[src/rtl/ball_pkg.sv]
// rtl/ball_pkg.sv - shared types and constants for the ball subsystem
package ball_pkg;

    // Scheduler sequencing states.
    typedef enum logic [2:0] {
        S_IDLE = 3'd0,
        S_CAL  = 3'd1,
        S_REQ  = 3'd2,
        S_COL  = 3'd3,
        S_NEXT = 3'd4,
        S_DONE = 3'd5
    } sched_state_e;

    // Watchdog cycles allowed per wait before a ball is abandoned.
    localparam int DEFAULT_TIMEOUT = 1023;

    // Widths shared with the ball motion units.
    localparam int DIR_W   = 2;
    localparam int PIXEL_W = 10;

endpackage

[src/rtl/ball_sched_pick.sv]
// rtl/ball_sched_pick.sv - next-enabled-ball index finder
module ball_sched_pick
    import ball_pkg::*;
#(
    parameter int N_BALL = 3,
    parameter int IDX_W  = 2
) (
    input  logic [N_BALL-1:0] mask_i,
    input  logic [IDX_W-1:0]  cur_i,
    input  logic              incl_cur_i,
    output logic [IDX_W-1:0]  nxt_o,
    output logic              valid_o
);

    // Descending scan so the lowest qualifying index is the one left standing.
    always_comb begin
        nxt_o   = '0;
        valid_o = 1'b0;
        for (int i = N_BALL - 1; i >= 0; i--) begin
            if (mask_i[i] && ((i > int'(cur_i)) || (incl_cur_i && (i == int'(cur_i))))) begin
                nxt_o   = IDX_W'(i);
                valid_o = 1'b1;
            end
        end
    end

endmodule

[src/rtl/ball_frame_sched.sv]
// rtl/ball_frame_sched.sv - per-frame scheduler sharing one collision unit among balls
module ball_frame_sched
    import ball_pkg::*;
#(
    parameter  int N_BALL  = 3,
    parameter  int TIMEOUT = DEFAULT_TIMEOUT,
    localparam int IDX_W   = (N_BALL > 1) ? $clog2(N_BALL) : 1
) (
    input  logic              clk,
    input  logic              rst_n,
    input  logic              i_frame_tick,
    input  logic              i_game_start,
    input  logic [N_BALL-1:0] i_ball_en,
    output logic              o_cal_frame,
    output logic [N_BALL-1:0] o_ball_req,
    input  logic [N_BALL-1:0] i_ball_ack,
    input  logic [N_BALL-1:0] i_ball_term,
    output logic              o_col_start,
    output logic [IDX_W-1:0]  o_col_idx,
    input  logic              i_col_done,
    output logic              o_frame_done,
    output logic              o_busy,
    output logic              o_overrun,
    output logic              o_timeout
);

    localparam int              WD_W    = $clog2(TIMEOUT + 1);
    localparam logic [WD_W-1:0] WD_LAST = WD_W'(TIMEOUT - 1);

    sched_state_e      state_q, state_d;
    logic [IDX_W-1:0]  idx_q, idx_d;
    logic [N_BALL-1:0] active_q, active_d;
    logic [N_BALL-1:0] done_q, done_d;
    logic [WD_W-1:0]   wd_q, wd_d;
    logic [N_BALL-1:0] req_q, req_d;
    logic              cal_q, cal_d;
    logic              col_start_q, col_start_d;
    logic [IDX_W-1:0]  col_idx_q, col_idx_d;
    logic              frame_done_q, frame_done_d;
    logic              busy_q, busy_d;
    logic              overrun_q, overrun_d;
    logic              timeout_q, timeout_d;

    logic [N_BALL-1:0] pick_mask;
    logic [IDX_W-1:0]  pick_cur;
    logic              pick_incl;
    logic [IDX_W-1:0]  pick_idx;
    logic              pick_valid;

    logic sel_ack;
    logic sel_term;
    logic wd_fire;

    // Only the selected ball's answer counts, and only while it is being asked.
    assign sel_ack  = req_q[idx_q] & i_ball_ack[idx_q];
    assign sel_term = req_q[idx_q] & i_ball_term[idx_q];
    assign wd_fire  = (wd_q == WD_LAST);

    // CAL searches the fresh enable vector from index 0; NEXT searches strictly above idx.
    always_comb begin
        pick_mask = active_q & ~done_q;
        pick_cur  = idx_q;
        pick_incl = 1'b0;
        if (state_q == S_CAL) begin
            pick_mask = i_ball_en;
            pick_cur  = '0;
            pick_incl = 1'b1;
        end
    end

    ball_sched_pick #(
        .N_BALL (N_BALL),
        .IDX_W  (IDX_W)
    ) u_pick (
        .mask_i     (pick_mask),
        .cur_i      (pick_cur),
        .incl_cur_i (pick_incl),
        .nxt_o      (pick_idx),
        .valid_o    (pick_valid)
    );

    // Next-state and registered-output decode; game start overrides everything.
    always_comb begin
        state_d      = state_q;
        idx_d        = idx_q;
        active_d     = active_q;
        done_d       = done_q;
        wd_d         = wd_q;
        col_idx_d    = col_idx_q;
        cal_d        = 1'b0;
        col_start_d  = 1'b0;
        frame_done_d = 1'b0;
        overrun_d    = 1'b0;
        timeout_d    = 1'b0;
        req_d        = '0;
        busy_d       = 1'b0;

        case (state_q)
            S_IDLE: begin
                if (i_frame_tick) begin
                    state_d = S_CAL;
                    cal_d   = 1'b1;
                end
            end
            S_CAL: begin
                active_d = i_ball_en;
                done_d   = '0;
                wd_d     = '0;
                if (pick_valid) begin
                    idx_d   = pick_idx;
                    state_d = S_REQ;
                end else begin
                    state_d = S_DONE;
                end
            end
            S_REQ: begin
                if (sel_term) begin
                    done_d[idx_q] = 1'b1;
                    wd_d          = '0;
                    state_d       = S_NEXT;
                end else if (sel_ack) begin
                    col_start_d = 1'b1;
                    col_idx_d   = idx_q;
                    wd_d        = '0;
                    state_d     = S_COL;
                end else if (wd_fire) begin
                    timeout_d     = 1'b1;
                    done_d[idx_q] = 1'b1;
                    wd_d          = '0;
                    state_d       = S_NEXT;
                end else begin
                    wd_d = wd_q + 1'b1;
                end
            end
            S_COL: begin
                if (i_col_done) begin
                    wd_d    = '0;
                    state_d = S_REQ;
                end else if (wd_fire) begin
                    timeout_d     = 1'b1;
                    done_d[idx_q] = 1'b1;
                    wd_d          = '0;
                    state_d       = S_NEXT;
                end else begin
                    wd_d = wd_q + 1'b1;
                end
            end
            S_NEXT: begin
                wd_d = '0;
                if (pick_valid) begin
                    idx_d   = pick_idx;
                    state_d = S_REQ;
                end else begin
                    state_d = S_DONE;
                end
            end
            S_DONE: begin
                frame_done_d = 1'b1;
                state_d      = S_IDLE;
            end
            default: begin
                state_d = S_IDLE;
            end
        endcase

        // A tick that cannot start a frame is dropped and flagged.
        if (i_frame_tick && (state_q != S_IDLE)) begin
            overrun_d = 1'b1;
        end

        if (i_game_start) begin
            state_d      = S_IDLE;
            idx_d        = '0;
            done_d       = '0;
            wd_d         = '0;
            cal_d        = 1'b0;
            col_start_d  = 1'b0;
            frame_done_d = 1'b0;
            overrun_d    = 1'b0;
            timeout_d    = 1'b0;
        end

        if (state_d == S_REQ) begin
            req_d[idx_d] = 1'b1;
        end
        busy_d = (state_d != S_IDLE);
    end

    // State, bookkeeping and output registers.
    always_ff @(posedge clk or negedge rst_n) begin
        if (!rst_n) begin
            state_q      <= S_IDLE;
            idx_q        <= '0;
            active_q     <= '0;
            done_q       <= '0;
            wd_q         <= '0;
            req_q        <= '0;
            cal_q        <= 1'b0;
            col_start_q  <= 1'b0;
            col_idx_q    <= '0;
            frame_done_q <= 1'b0;
            busy_q       <= 1'b0;
            overrun_q    <= 1'b0;
            timeout_q    <= 1'b0;
        end else begin
            state_q      <= state_d;
            idx_q        <= idx_d;
            active_q     <= active_d;
            done_q       <= done_d;
            wd_q         <= wd_d;
            req_q        <= req_d;
            cal_q        <= cal_d;
            col_start_q  <= col_start_d;
            col_idx_q    <= col_idx_d;
            frame_done_q <= frame_done_d;
            busy_q       <= busy_d;
            overrun_q    <= overrun_d;
            timeout_q    <= timeout_d;
        end
    end

    assign o_cal_frame  = cal_q;
    assign o_ball_req   = req_q;
    assign o_col_start  = col_start_q;
    assign o_col_idx    = col_idx_q;
    assign o_frame_done = frame_done_q;
    assign o_busy       = busy_q;
    assign o_overrun    = overrun_q;
    assign o_timeout    = timeout_q;

endmodule

[config.mk]
export PLATFORM = sky130hd
export DESIGN_NAME = ball_frame_sched
export DESIGN_NICKNAME = d
export VERILOG_FILES = /design/src/rtl/ball_pkg.sv /design/src/rtl/ball_sched_pick.sv /design/src/rtl/ball_frame_sched.sv
export SDC_FILE = /design/constraint.sdc
export NUM_CORES = 1
export LEC_CHECK = 0
export ABC_CLOCK_PERIOD_IN_PS = 2029
export BUFFER_PORTS_ARGS = -buffer_cell sky130_fd_sc_hd__buf_2
export CELL_PAD_IN_SITES_DETAIL_PLACEMENT = 0
export CELL_PAD_IN_SITES_GLOBAL_PLACEMENT = 1
export CORE_MARGIN = 4
export CORE_UTILIZATION = 39
export DETAILED_ROUTE_END_ITERATION = 12
export PLACE_DENSITY = 0.71
export SLEW_MARGIN = 40
export SYNTH_ARGS = -nofsm -noshare
export SYNTH_HDL_FRONTEND = slang
export SYNTH_SLANG_ARGS = --single-unit
[constraint.sdc]
create_clock -name clk -period 2.03 [get_ports clk]
set_input_delay 0.1015 -clock clk [delete_from_list [all_inputs] [get_ports clk]]
set_output_delay 0.1015 -clock clk [all_outputs]
set_load 0.005 [all_outputs]
==> summary.txt <==
Highest routed metal layer: met4
Clock Skew: 0.00827 ns
Final clock period utilization by the worst path: 1.03
Nets: 253
Maximum resistive drop on vdd: 0.000394 V
Mapped Area: 0.00169 mm^2
Cell area power density: 644 mW/mm^2
Result of the run: finished, violations left
Setup WS post-layout: -0.0568 ns
Data arrival, critical path: 2.26 ns
Highest attainable clock frequency: 479 MHz
Violated checks: setup timing
Die height: 73.9 um
Worst hold slack: 0.0185 ns
Total length of routed met2 wires: 2.27 mm
Count of input and output buffers: 24
Class of the most critical hold timing path: input pin to register
Clock network latency to the later pin of the worst-skew pair: 0.29 ns
Worst reg2reg endpoint: o_busy
Die Width: 73.9 um
H-tree levels: 2
Vias in the first global route: 1629
Measured slew at the worst slew-check pin: 0.682 ns
Final critical delay including setup and external delays: 2.09 ns
Required arrival time at the worst endpoint: 2.20 ns
Vias: 1546
I/O pin count: 25
Number of failing hold endpoints at the final stage: 0
CTS Sinks: 30
Global routing usage summed across all routing layers: 0.183
Detailed-placement wirelength estimate: 3.29 mm
Floorplan core area: 0.00409 mm^2
Sequential element share of the synthesized area: 0.443
Cell count of the worst hold path: 2
Number of cells on the worst reg-to-reg path: 7
Number of design-rule violations left by the first detailed-router iteration: 54
DIE AREA: 0.00546 mm^2
M1 wire length: 1.89 mm
Count of maximum capacitance violations: 0
Fraction of layout cells with a size suffix above 1: 0.403
Startpoint of the worst-slack reg-to-reg timing path: idx_q[0]
WHS Endpoint: o_frame_done
Clock tree root buffer cell: clkbuf_8
Critical path class: register to register
Unrepaired setup endpoints after global routing: true
Top cell type's share of synthesized area: 0.443
TritonCTS clock tree: yes
WL/cell: 15.3 um
Synthesis-stage register bit count: 30
Main area contributors after synthesis: dfrtp_1 (44%), nor2_1 (4.4%), nand2_1 (3.3%)
Routed wire length: 4.41 mm
Synthesized net count: 190
Number of cells produced by synthesis: 174
Cell type contributing the most total cell area after synthesis: dfrtp_1
Yosys synthesis warning count: 0
Maximum number of pins on one net before global-route repair: 31
Clock Tree Buf Depth: 2
Drt drc: 0
CTS clk-pin slew, worst paths: 0.07 ns
Top FF cell, synth: dfrtp_1
Max Transition Viols Final: 0
EDFF count, synth: 0
Post-Synthesis Mean Instance Area: 9.73 um^2
Number of antenna repair diodes: 0
Routability-driven placement congestion ratio: 0.791
Number of clock buffers inserted by TritonCTS: 5
Global-route wire length before repair: 7.58 mm
Total met3 wirelength after detailed routing: 161 um
Kind of capture point of the worst setup path: register
Total global routing overflow: 0
Placement row count: 23
Start point of the worst hold path: i_game_start
Area grow syn2layout: 37.3%
Setup violations, final: 1
Placement-stage cell area: 0.00210 mm^2
Final core utilization: 0.569
Antenna violations before repair: 0
Worst R2R Setup Slack: -0.06 ns
Post-synth ARST share: 1.00
Count of different cell masters after synthesis: 51
Summed area of non-filler cells in the final layout: 0.00232 mm^2
Starting density of the core: 0.414
Worst slew margin: 0.545
Leakage power: 1.10 nW
Pre-Repair DR Iteration Count: 4
Peak fanout along the critical path: 7
Routed Antenna Nets: 0
Launching element type of the critical path: register
Routed via count divided by cell count: 5.37
report_power, final:
| part | switching (mW) | total, mW | leakage [nW] | internal [mW] |
|---|---|---|---|---|
| Clock | 0.234 | 0.508 | 0.0482 | 0.273 |
| Sequential | 0.0220 | 0.651 | 0.408 | 0.629 |
| Combinational | 0.165 | 0.339 | 0.639 | 0.174 |
how the worst max path moves through the flow:
stage	from	to	slack (ns)	cells past startpoint
global route	idx_q[0]	o_busy	-0.1	7
finish	idx_q[0]	o_busy	-0.06	7
global placement	idx_q[0]	o_busy	-0.04	7
floorplan	idx_q[0]	o_busy	0.12	7
detailed placement	idx_q[0]	o_ball_req[1]	-0.13	7
CTS	idx_q[0]	o_busy	-0.04	7
routing by layer:
metal	up-vias	track usage
li1	764	-
met1	749	0.219
met2	24	0.316
met3	9	0.0410
met4	0	0.0724
met5	-	0
flip-flops by register name, indices dropped and copies added (netlist names):
name,flops
active_q,2
done_q,2
idx_q,2
o_ball_req,3
o_busy,1
o_cal_frame,1
o_col_idx,2
o_col_start,1
o_frame_done,1
o_overrun,1
o_timeout,1
state_q,3
wd_q,10
kinds of logic after synthesis:
kind of cell	after synthesis	share of synthesized area
buf+inv	10	0.0288
xor+xnor	5	0.0259
compound gates	42	0.188
flops	30	0.443
mux	7	0.0443
simple gates	78	0.254
fa+ha+maj	2	0.0148
through the flow:
step	TNS (ns)	power, mW	instances	worst slack [ns]
finish	-0.0568	1.50	288	-0.0568
global route	-0.227	1.58	288	-0.0965
floorplan	0	0.809	174	0.122
global placement	-0.0526	0.948	277	-0.0411
detailed placement	-0.302	0.953	277	-0.129
CTS	-0.0363	1.48	287	-0.0363
worst max-delay path: stages (launching register included):
cell       delay, ns
dfrtp_2         0.49
buf_6           0.15
mux2i_2         0.15
a2bb2oi_2       0.15
o2111a_1        0.26
a211o_1         0.29
buf_6           0.13
or3_1           0.35
area by class of cell:
cell class / instances / area (um^2)
Inverter: 5 / 18.8
Multi-Input combinational cell: 134 / 983
Timing Repair Buffer: 61 / 415
Clock inverter: 1 / 5.00
Clock buffer: 7 / 86.3
Sequential cell: 30 / 752
Tap cell: 50 / 62.6
Fill cell: 389 / 1760
cells in the mapped netlist (3+ instances only):
cell type,number
and3_1,3
a31oi_1,3
nor2b_1,4
mux2_2,4
buf_2,3
inv_1,5
nor3_1,9
mux2i_1,3
nor2_1,20
nand2b_1,4
dfrtp_1,30
a21oi_1,9
xnor2_1,3
nand2_1,15
o21ai_0,11
placed cells by master, fill, tap and decap left out, types with 4 or more instances in the layout:
cell type,n
buf_4,32
dfrtp_1,29
buf_2,24
nor2_1,18
nand2_1,14
nor3_1,8
a21oi_1,8
o21ai_0,7
clkbuf_8,6
inv_1,5
o21ai_1,4
nand2b_1,4
mux2_2,4
buf_6,4
repair_timing:
item / CTS / global route
hold buffers: 1 / 0
resized for setup: 7 / 20
endpoints found under the hold margin: 30 / 0
endpoints found under the setup margin: 12 / 15
pin swaps: 3 / 2
buffers inserted: 1 / 1
No activity file was read; power rests on OpenSTA's default activity.
